File: src/rtl/req_ack_pkg.sv
// Shared types and limits for the req/ack responder.
// Holds the responder FSM state encoding and the minimum legal ack delay.
// No logic; imported by req_ack_responder.
package req_ack_pkg;

  typedef enum logic [1:0] {
    IDLE = 2'd0,
    WAIT = 2'd1,
    ACK  = 2'd2
  } rsp_state_t;

  localparam int ACK_DLY_MIN = 2;

endpackage

File: src/rtl/req_ack_responder.sv
// Responder side of a single-bit req/ack handshake: one-cycle ack ACK_DLY clocks after req is sampled.
// Latency: ack rises exactly ACK_DLY edges after the req sampling edge; back-to-back requests are served without a gap.
// Backpressure: none on req; one request is held in a 1-deep pending slot, and a further one is dropped and flagged in sticky ovf_err.
//
// Ports: clk, rst (async, active-high), req -> ack, busy, pend, ovf_err, ack_cnt[CNT_W-1:0].
// All outputs are registered; nothing combinational from req to any output.
// Build option: define REQ_ACK_CNT_EN to implement the ack_cnt counter; otherwise ack_cnt is tied to zero.
module req_ack_responder
  import req_ack_pkg::*;
#(
  parameter int ACK_DLY = 5,
  parameter int CNT_W   = 4
) (
  input  logic             clk,
  input  logic             rst,
  input  logic             req,
  output logic             ack,
  output logic             busy,
  output logic             pend,
  output logic             ovf_err,
  output logic [CNT_W-1:0] ack_cnt
);

  localparam int TW = $clog2(ACK_DLY + 1);
  localparam logic [TW-1:0] DLY_T = TW'(ACK_DLY);
  localparam logic [TW-1:0] ONE_T = TW'(1);

  if (ACK_DLY < ACK_DLY_MIN) begin : g_bad_dly
    $error("req_ack_responder: ACK_DLY must be >= 2");
  end

  rsp_state_t    state;
  logic [TW-1:0] timer;

  // The WAIT edge that moves to ACK; shared by the FSM and the ack counter.
  logic enter_ack;
  assign enter_ack = (state == WAIT) && (timer == DLY_T);

  // busy and ack are set alongside each state transition so they stay registered.
  always_ff @(posedge clk or posedge rst) begin
    if (rst) begin
      state   <= IDLE;
      timer   <= '0;
      ack     <= 1'b0;
      busy    <= 1'b0;
      pend    <= 1'b0;
      ovf_err <= 1'b0;
    end else begin
      case (state)
        IDLE: begin
          if (req) begin
            state <= WAIT;
            timer <= ONE_T;
            busy  <= 1'b1;
          end
        end
        WAIT: begin
          if (enter_ack) begin
            state <= ACK;
            ack   <= 1'b1;
          end else begin
            timer <= timer + ONE_T;
          end
          // A request arriving while one is in service queues once, then overflows.
          if (req) begin
            if (pend) ovf_err <= 1'b1;
            else      pend    <= 1'b1;
          end
        end
        ACK: begin
          ack <= 1'b0;
          if (pend || req) begin
            // Start the pending (or freshly arriving) request straight away;
            // a new req alongside a pending one takes over the slot.
            state <= WAIT;
            timer <= ONE_T;
            pend  <= pend && req;
          end else begin
            state <= IDLE;
            busy  <= 1'b0;
          end
        end
        default: begin
          state <= IDLE;
          timer <= '0;
          ack   <= 1'b0;
          busy  <= 1'b0;
          pend  <= 1'b0;
        end
      endcase
    end
  end

`ifdef REQ_ACK_CNT_EN
  // Counts on entry to ACK, so it updates together with ack rising; wraps silently.
  always_ff @(posedge clk or posedge rst) begin
    if (rst) begin
      ack_cnt <= '0;
    end else if (enter_ack) begin
      ack_cnt <= ack_cnt + 1'b1;
    end
  end
`else
  assign ack_cnt = '0;
`endif

endmodule

File: config.mk
export PLATFORM = sky130hd
export DESIGN_NAME = req_ack_responder
export DESIGN_NICKNAME = d
export VERILOG_FILES = /design/src/rtl/req_ack_pkg.sv /design/src/rtl/req_ack_responder.sv
export SDC_FILE = /design/constraint.sdc
export NUM_CORES = 1
export LEC_CHECK = 0
export CAP_MARGIN = 20
export CELL_PAD_IN_SITES_DETAIL_PLACEMENT = 1
export CELL_PAD_IN_SITES_GLOBAL_PLACEMENT = 1
export CORE_MARGIN = 2
export CORE_UTILIZATION = 40
export DETAILED_ROUTE_END_ITERATION = 8
export GPL_ROUTABILITY_DRIVEN = 0
export PLACE_DENSITY_LB_ADDON = 0.1
export RECOVER_POWER = 50
export SLEW_MARGIN = 20
export SYNTH_ARGS = -nofsm -noshare
export SYNTH_HDL_FRONTEND = slang
export SYNTH_SLANG_ARGS = --single-unit
File: constraint.sdc
create_clock -name clk -period 2.3 [get_ports clk]
set_clock_uncertainty 0.2 [all_clocks]
set_input_delay 0.345 -clock clk [delete_from_list [all_inputs] [get_ports clk]]
set_output_delay 0.345 -clock clk [all_outputs]
set_load 0.005 [all_outputs]
### Word-level counts from Yosys, hierarchy flattened

Cells that the tools add are included.

| word-level totals | value |
|---|---|
| bits in registers | 9 |
| bits in latches | 0 |
| RAM bits | 0 |
| memory bits (read-only) | 0 |
| input bits | 3 |
| output and inout port bits | 8 |
| logic and storage cells | 43 |
| memories kept | 0 |

| operators by class | value |
|---|---|
| $add $sub $neg | 1 |
| $mul | 0 |
| divide/modulo/power cells | 0 |
| magnitude comparators | 0 |
| equal/unequal tests | 9 |
| shifts and indexed selects | 0 |
| multiplexer cells | 15 |
| bitwise logic cells | 2 |
| reductions and logical operators | 10 |

Operators with widths:

| kind | count |
|---|---|
| inequality test 2 bit (second input constant) | 6 |
| AND reduction 3 bit | 4 |
| 2-to-1 mux 3 bit | 3 |
| one-hot mux 3 bit (3 select lines) | 1 |
| one-hot mux 1 bit (3 select lines) | 2 |
| one-hot mux 2 bit (3 select lines) | 1 |
| 2-to-1 mux 1 bit | 5 |
| 2-to-1 mux 2 bit | 2 |
| AND reduction 2 bit | 2 |
| adder 3 x 1 -> 3 bit (second input constant) | 1 |
| == test 3 bit (second input constant) | 1 |
| == test 2 x 1 -> 1 bit (second input constant) | 1 |
| == test 2 bit (second input constant) | 1 |
| logical AND 1 bit | 2 |
| logical NOT 2 bit | 1 |
| inverter 1 bit | 2 |
| one-hot mux 1 bit (2 select lines) | 1 |
| logical OR 1 bit | 1 |

### Depth between registers and ports, before layout

Gate-level depths: netlist (run 1).

| logic depth | value |
|---|---|
| depth after elaboration | 4 |
| gate-level depth with buffers | 6 |
| gate-level depth less buffers | 6 |

### Worst setup path after synthesis (run 1)

No wires, ideal clock.

| timing path | value |
|---|---|
| path kind | reg2reg |
| start point | reg state[0] |
| end point | reg timer[0] |
| setup time | 120 ps |
| data arrival time | 1248 ps |
| data required time | 1980 ps |
| slack | 732 ps |
| stages on the path, launching flop included | 7 |
| path buffers | 0 |
| period minus slack after synthesis | 1568 ps |
| cells stage by stage | dfrtp_1 -> inv_1 -> ha_1 -> nor2b_4 -> o21bai_4 -> a21oi_1 -> a31o_2 |

| on the way | value |
|---|---|
| longest elaborated chain between the ends | 4 |
| elaborated cells between the ends (all ways) | 9 |
| those cells by class | eq/ne: 5; mux: 1; reduce/logical: 3 |

RTL lines:

| what | RTL line | text |
|---|---|---|
| start: declaration | req_ack_responder.sv:32 | `rsp_state_t state;` |
| start signal: assignment | req_ack_responder.sv:42 | `state <= IDLE;` |
| start signal: assignment | req_ack_responder.sv:52 | `state <= WAIT;` |
| start signal: assignment | req_ack_responder.sv:59 | `state <= ACK;` |
| == test 2 x 1 -> 1 bit | req_ack_responder.sv:37, req_ack_responder.sv:49 |  |
| logical AND 1 bit | req_ack_responder.sv:37 | `assign enter_ack = (state == WAIT) && (timer == DLY_T);` |
| inequality test 2 bit (no source line) | - |  |
| AND reduction 3 bit (no source line) | - |  |
| end signal: assignment | req_ack_responder.sv:62 | `timer <= timer + ONE_T;` |
| end: declaration | req_ack_responder.sv:33 | `logic [TW-1:0] timer;` |

Parallel ways exist; a longest one is shown, timed or not.
A chain may end at the register's enable or synchronous reset.

### Worst setup path after layout (run 1)

| timing path | value |
|---|---|
| start point | reg pend |
| end point | out pend |

RTL lines:

| what | RTL line | text |
|---|---|---|
| start: declaration | req_ack_responder.sv:19 | `output logic pend,` |
| start signal: assignment | req_ack_responder.sv:77 | `pend <= pend && req;` |

No word-level cell between the ends.

==> flow_summary.json, run 1 <==
{
  "cts_resized": 0,
  "grt_max_degree": 10,
  "synth_top_area_share_pct": 36.9,
  "drive_above_1_share_pct": 14.3,
  "nNetsFinal": 81,
  "path_cells": "clkdlybuf4s50_1",
  "synth_area_leaders": "dfrtp_1 37%, ha_1 14%, buf_4 4.9%",
  "clk_pin_slew_ns": 0.06,
  "slowest_delay_ns": 0.55,
  "worstPathMaxFanout": 5,
  "crit_type": "reg2out",
  "ir_drop_uv": 520,
  "rows": 14,
  "rrSetupSlack_ns": 0.54,
  "ys_warn_count": 0,
  "synth_cell_types": 28,
  "dieHeight_um": 43.1,
  "fin_cells": 86,
  "drv_slew": 0,
  "cp_num_buf_inv": 1,
  "arrival_ns": 1.28,
  "grt_pass1_vias": 547,
  "p_total_uw": 951,
  "antenna-diode-count": 0,
  "cap_violations": 0,
  "portBuffers": 6,
  "p_leak_uw": 0.000315,
  "syn-mean-instance-area_um2": 9.85,
  "grt_usage_pct": 19.0,
  "final_cell_mix": "9 x dfrtp_1, 7 x ha_1, 6 x inv_1",
  "start_util_pct": 41.5,
  "ys_ff_latch": 9,
  "power_density_nw_per_um2": 1370,
  "syn-instance-count": 62,
  "cp_data_required_time_ns": 1.75,
  "ff2ff_path_depth": 6,
  "synth_top_area_cell": "dfrtp_1",
  "crit_path_start_kind": "flop",
  "drtIter0Drc": 5,
  "grt_first_pass_wirelength_um": 2550,
  "pin_count": 11,
  "avgRoutedWirePerCell_um": 15.5,
  "use_met2_pct": 28.5,
  "clk_path_buf_depth": 2,
  "slowest_stage": "clkdlybuf4s50_1",
  "dp_hpwl_um": 1020,
  "cp_top_family": "buffers and inverters",
  "reg2reg_from": "state[0]",
  "cts_root_buffer": "clkbuf_4",
  "cts.sinks": 9,
  "coreArea_um2": 1470,
  "placedCellCount": 82,
  "busiest_layer": "met2",
  "syn_area_um2": 611,
  "h-tree-depth": 1,
  "min_period_ns": 1.82,
  "setup_viol_count_final": 0,
  "fin_tns_setup_ns": 0,
  "hold_path_class": "in2async",
  "rsz0062_at_grt": "no",
  "whs_ns": 0.275,
  "hold_buffers": 0,
  "ant_nets": 0,
  "critPathCaptureType": "primary output",
  "wirelength_um": 1330,
  "drtPass1Iterations": 4,
  "final_common_cell": "dfrtp_1",
  "num_vias": 476,
  "yosysSeqAreaShare_pct": 36.9,
  "grtUsageMet1_pct": 24.5,
  "die_w_um": 43.1,
  "antenna_found_initial": 0,
  "final_hold_viol_count": 0,
  "die-area_um2": 1860,
  "clk_latency_ns": 0.27,
  "cts_tree": "built",
  "drc": 0,
  "fill_cells": 193,
  "reg2reg_to": "timer[0]",
  "grt_use_met3_pct": 3.83,
  "cts_buffers": 3,
  "areaGrowthSynthToFinish_pct": 13.5,
  "via_per_inst": 5.53,
  "fmax_ghz": 0.549,
  "postCtsSetupBuffers": 0,
  "finalCritPeriodShare_pct": 79.2,
  "grt-ovfl-total": 0,
  "status": "finished clean"
}
[sequential cells by signal, indices dropped and copies added (netlist names)]
| register | count |
|---|---|
| pend | 1 |
| timer | 3 |
| busy | 1 |
| ack | 1 |
| ovf_err | 1 |
| state | 2 |
[stage by stage]
stage,setup WS (ns),area (um2),utilization (%)
final,0.479,693,47.1
after global routing,0.419,693,47.1
after CTS,0.468,693,47.1
after detailed placement,0.482,667,45.3
after global placement,0.536,667,45.3
after floorplan,0.732,622,-
[power breakdown]
part	internal, uW	leakage (uW)	total, uW	switching [uW]
clock	67.2	0.0000150	128	61.1
sequential	233	0.000115	302	69.0
combinational	255	0.000185	521	266
[layout make-up]
class | instances | area (um2) | share of cell area, %
multi-input cells | 45 | 339 | 48.9
flip-flops and latches | 9 | 225 | 32.5
repair buffers | 6 | 60.1 | 8.66
clock buffers | 4 | 26.3 | 3.79
inverters | 6 | 22.5 | 3.25
well taps | 16 | 20.0 | 2.89
[synth_stat cells]
cell type / instances
nor3b_1: 1
and4bb_2: 1
conb_1: 1
o211ai_1: 1
nor2b_4: 1
a21oi_1: 2
a211oi_1: 1
a21oi_2: 1
a31oi_1: 1
buf_4: 4
nand3_1: 3
inv_1: 6
o21ai_0: 2
o21bai_4: 1
a31o_2: 2
nor2b_1: 1
nand2_1: 4
o21a_1: 1
dfrtp_1: 9
buf_2: 1
mux2i_1: 1
mux2_2: 1
ha_1: 7
o32a_1: 1
o22ai_1: 2
nand4_1: 2
nor2_1: 3
o21ai_1: 1
[how the worst max path moves through the flow]
stage             start  endpoint  slack (ns)  depth (start not counted)
2_1_floorplan  state[0]  timer[0]        0.73                          6
3_3_place_gp        req  timer[0]        0.54                          4
3_5_place_dp        req  timer[0]        0.48                          4
4_1_cts            pend      pend        0.47                          1
5_1_grt        state[0]  timer[0]        0.42                          6
6_report           pend      pend        0.48                          1
[metal layers]
metal / part of all wire [%] / vias to the layer above
met3: 4.8 / 4
met1: 45 / 229
met5: 0 / -
met4: 2.3 / 0
met2: 48 / 16
li1: - / 227
[cell families (layout without fill, tap and decap cells)]
logic type	after synthesis	after routing	synth area share, %
buf+inv	11	16	9.43
mux	2	2	3.48
fa+ha+maj	7	7	14.3
compound gates	16	16	19.9
other cells	1	4	0.614
flops	9	9	36.9
simple gates	16	16	15.4
(Power assumes the default switching activity.)
==> inputs of run 2 (changes only) <==
- CORE_UTILIZATION: 40 -> 38
- clock period: 2.3 -> 1.7 ns (I/O delays scaled with it)
==> flow_summary.json, run 2 (synthesized netlist as in run 1, its figures left out) <==
{
  "status": "finished clean",
  "wirelength_um": 1390,
  "grt_first_pass_wirelength_um": 2190,
  "crit_type": "reg2out",
  "cp_data_required_time_ns": 1.24,
  "fin_tns_setup_ns": 0,
  "grt_pass1_vias": 488,
  "worstPathMaxFanout": 4,
  "largest_register_ff_count": 3,
  "setup_viol_count_final": 0,
  "top_register": "timer",
  "rows": 14,
  "drc": 0,
  "slowest_stage": "clkdlybuf4s50_1",
  "final_cell_mix": "8 x dfrtp_1, 7 x buf_4, 6 x inv_1",
  "cts_root_buffer": "clkbuf_4",
  "clk_pin_slew_ns": 0.07,
  "drtPass1Iterations": 3,
  "start_util_pct": 40.5,
  "arrival_ns": 1.17,
  "hold_path_class": "in2async",
  "portBuffers": 6,
  "dp_hpwl_um": 971,
  "drv_slew": 0,
  "cap_violations": 0,
  "hold_buffers": 0,
  "coreArea_um2": 1510,
  "dieHeight_um": 44.1,
  "setup_slack_ns": 0.0794,
  "placed_area_um2": 704,
  "crit_path_start_kind": "flop",
  "antenna-diode-count": 0,
  "pin_count": 11,
  "ir_drop_uv": 797,
  "nNetsFinal": 89,
  "dp_slack_ns": 0.0443,
  "die-area_um2": 1940,
  "num_vias": 497,
  "final_hold_viol_count": 0,
  "drive_above_1_share_pct": 26.9,
  "finalCritPeriodShare_pct": 95.3,
  "antenna_found_initial": 0,
  "clk_path_buf_depth": 2,
  "reg_top3": "timer (3), state (2)",
  "cp_top_family": "buffers and inverters",
  "path_cells": "clkdlybuf4s50_1",
  "min_period_ns": 1.62,
  "placedCellCount": 87,
  "avgRoutedWirePerCell_um": 14.8,
  "final_common_cell": "dfrtp_1",
  "grt_usage_pct": 16.2,
  "drtIter0Drc": 8,
  "post-route-cell-area_um2": 758,
  "grt-ovfl-total": 0,
  "cts_tree": "built",
  "h-tree-depth": 1,
  "critPathCaptureType": "primary output",
  "die_w_um": 44.1,
  "fmax_ghz": 0.617,
  "areaGrowthSynthToFinish_pct": 24.2,
  "grt_max_degree": 10,
  "slowest_delay_ns": 0.51,
  "fin_util_pct": 50.3,
  "clk_latency_ns": 0.26,
  "via_per_inst": 5.29,
  "fin_cells": 94,
  "p_leak_uw": 0.000346,
  "cts.sinks": 9,
  "ant_nets": 0,
  "power_density_nw_per_um2": 1860,
  "cts_buffers": 3,
  "cp_num_buf_inv": 1
}
[run 2: metal layers]
layer / up-vias / part of all wire, % / global-route usage (%)
met5: - / 0 / 0
met4: 0 / 0.72 / 9.09
met3: 2 / 2.6 / 3.67
met2: 11 / 47 / 24.4
met1: 240 / 50 / 21.4
li1: 244 / - / -
[run 2: area by class of cell]
cell class | instances | area, um2
inverters | 6 | 22.5
repair buffers | 14 | 116
clock buffers | 4 | 26.3
fillers | 178 | 748
flip-flops and latches | 9 | 226
multi-input cells | 45 | 347
well taps | 16 | 20.0
[run 2: timing repair]
item                       in CTS  in global routing
cloned                          0                  0
setup endpoints to repair       1                  5
resized for setup               1                  3
setup buffers                   0                  3
[run 2: path summary, 6_finish.rpt]
kind,from,end,slack [ns],cells after the start
worst max-delay path,pend,pend,0.08,1
worst min-delay path,rst,ovf_err,0.19,2
worst max register to register,timer[1],ack,0.08,5
worst min register to register,ovf_err,ovf_err,0.27,1
max in group asynchronous,rst,pend,0.82,2
min in group clk,ovf_err,ovf_err,0.27,1
[run 2: through the flow]
| step | hold slack, ns | power (uW) |
|---|---|---|
| detailed placement | 0.262 | 1170 |
| finish | 0.192 | 1410 |
| floorplan | -0.117 | 895 |
| global placement | 0.263 | 1170 |
| global route | 0.231 | 1530 |
| CTS | 0.0592 | 1360 |
[run 2: where the power goes]
group,switching (uW),internal (uW)
Combinational,399,443
Sequential,80.1,318
Clock,81.7,90.8
==> inputs of run 3 (changes only) <==
- CORE_MARGIN: 2 -> unset
- GPL_ROUTABILITY_DRIVEN: 0 -> unset
- PLACE_DENSITY: unset -> 0.84
- PLACE_DENSITY_LB_ADDON: 0.1 -> unset
==> flow_summary.json, run 3 (synthesized netlist as in run 1, its figures left out) <==
{
  "min_period_ns": 1.65,
  "slowest_stage": "clkdlybuf4s50_1",
  "drtPass1Iterations": 4,
  "reg_top3": "timer (3), state (2)",
  "grt_usage_pct": 17.2,
  "largest_register_ff_count": 3,
  "via_per_inst": 5.44,
  "post-route-cell-area_um2": 759,
  "drtIter0Drc": 5,
  "crit_type": "reg2out",
  "start_util_pct": 40.5,
  "final_common_cell": "dfrtp_1",
  "top_register": "timer",
  "final_cell_mix": "8 x dfrtp_1, 5 x clkdlybuf4s50_1, 4 x inv_1, 4 x conb_1",
  "dieHeight_um": 42.1,
  "critPathCaptureType": "primary output",
  "slowest_delay_ns": 0.51,
  "cp_top_family": "buffers and inverters",
  "cp_data_required_time_ns": 1.24,
  "fmax_ghz": 0.605,
  "drv_slew": 0,
  "grt_pass1_vias": 492,
  "power_density_nw_per_um2": 1890,
  "coreArea_um2": 1510,
  "grt-ovfl-total": 0,
  "grt_first_pass_wirelength_um": 2240,
  "drc": 0,
  "p_leak_uw": 0.000322,
  "antenna-diode-count": 0,
  "drive_above_1_share_pct": 30.6,
  "nNetsFinal": 83,
  "pin_count": 11,
  "cp.depth": 1,
  "setup_slack_ns": 0.0471,
  "ff2ff_path_depth": 5,
  "hold_buffers": 0,
  "clk_pin_slew_ns": 0.06,
  "h-tree-depth": 1,
  "grt_max_degree": 10,
  "wirelength_um": 1350,
  "rows": 14,
  "clk_path_buf_depth": 2,
  "ant_nets": 0,
  "cts_tree": "built",
  "dp_slack_ns": -0.0487,
  "hold_path_class": "in2async",
  "clk_latency_ns": 0.26,
  "num_vias": 479,
  "setup_viol_count_final": 0,
  "portBuffers": 6,
  "die_w_um": 42.1,
  "status": "finished clean",
  "worstPathMaxFanout": 5,
  "ir_drop_uv": 884,
  "placed_area_um2": 674,
  "place.gp.congestion": 0.748,
  "fill_cells": 171,
  "finalCritPeriodShare_pct": 97.2,
  "cap_violations": 0,
  "crit_path_start_kind": "flop",
  "cts_root_buffer": "clkbuf_4",
  "die-area_um2": 1770,
  "cp_num_buf_inv": 1,
  "antenna_found_initial": 0,
  "dp_hpwl_um": 917,
  "arrival_ns": 1.20,
  "path_cells": "clkdlybuf4s50_1",
  "avgRoutedWirePerCell_um": 15.3,
  "cts_buffers": 3,
  "areaGrowthSynthToFinish_pct": 24.4,
  "cts.sinks": 9,
  "final_hold_viol_count": 0
}
-- run 3: changes by cell type in the layout (fill, tap and decap cells not counted), moves of 2 or more --
cell	previous run	this run
ha_4	0	3
inv_2	0	2
ha_1	4	2
buf_4	7	2
inv_1	6	4
-- run 3: report_power, final --
group	switching, uW	internal (uW)
registers	98.5	318
logic	417	437
clock network	72.6	90.3
-- run 3: through the flow --
stage	cells	utilization, %	power, uW	hold slack, ns	TNS (ns)
2_1_floorplan	65	-	895	-0.117	0
3_3_place_gp	83	44.8	1080	0.249	-0.0171
3_5_place_dp	83	44.8	1110	0.254	-0.0681
4_1_cts	88	47.4	1310	0.0695	0
5_1_grt	88	50.4	1560	0.244	-0.0132
6_report	88	50.4	1430	0.194	0
-- run 3: timing repair --
item | 4_1_cts | 5_1_grt
resized for setup | 3 | 10
buffers inserted | 1 | 0
endpoints found under the setup margin | 5 | 5
pin swaps | 0 | 0
-- run 3: worst paths after layout --
kind	startpoint	slack [ns]	end
worst max-delay path	pend	0.05	pend
worst min-delay path	rst	0.19	state[0]
worst max register to register	timer[1]	0.06	ack
worst min register to register	ovf_err	0.26	ovf_err
max in group asynchronous	rst	0.83	pend
min in group clk	ovf_err	0.26	ovf_err
-- run 3: area by class of cell --
class / count / area, um2 / share of cell area, %
Multi-Input combinational cell: 45 / 389 / 51.2
Sequential cell: 9 / 226 / 29.8
Inverter: 6 / 22.5 / 2.97
Timing Repair Buffer: 8 / 75.1 / 9.88
Tap cell: 16 / 20.0 / 2.64
Clock buffer: 4 / 26.3 / 3.46
-- run 3: per-layer routing --
layer  vias to the layer above  track usage, %  part of all wire, %
met5                         -               0                    0
met2                        13            29.1                   49
li1                        233               -                    -
met4                         0            3.75                 0.37
met3                         2            7.76                  5.0
met1                       231            20.1                   45
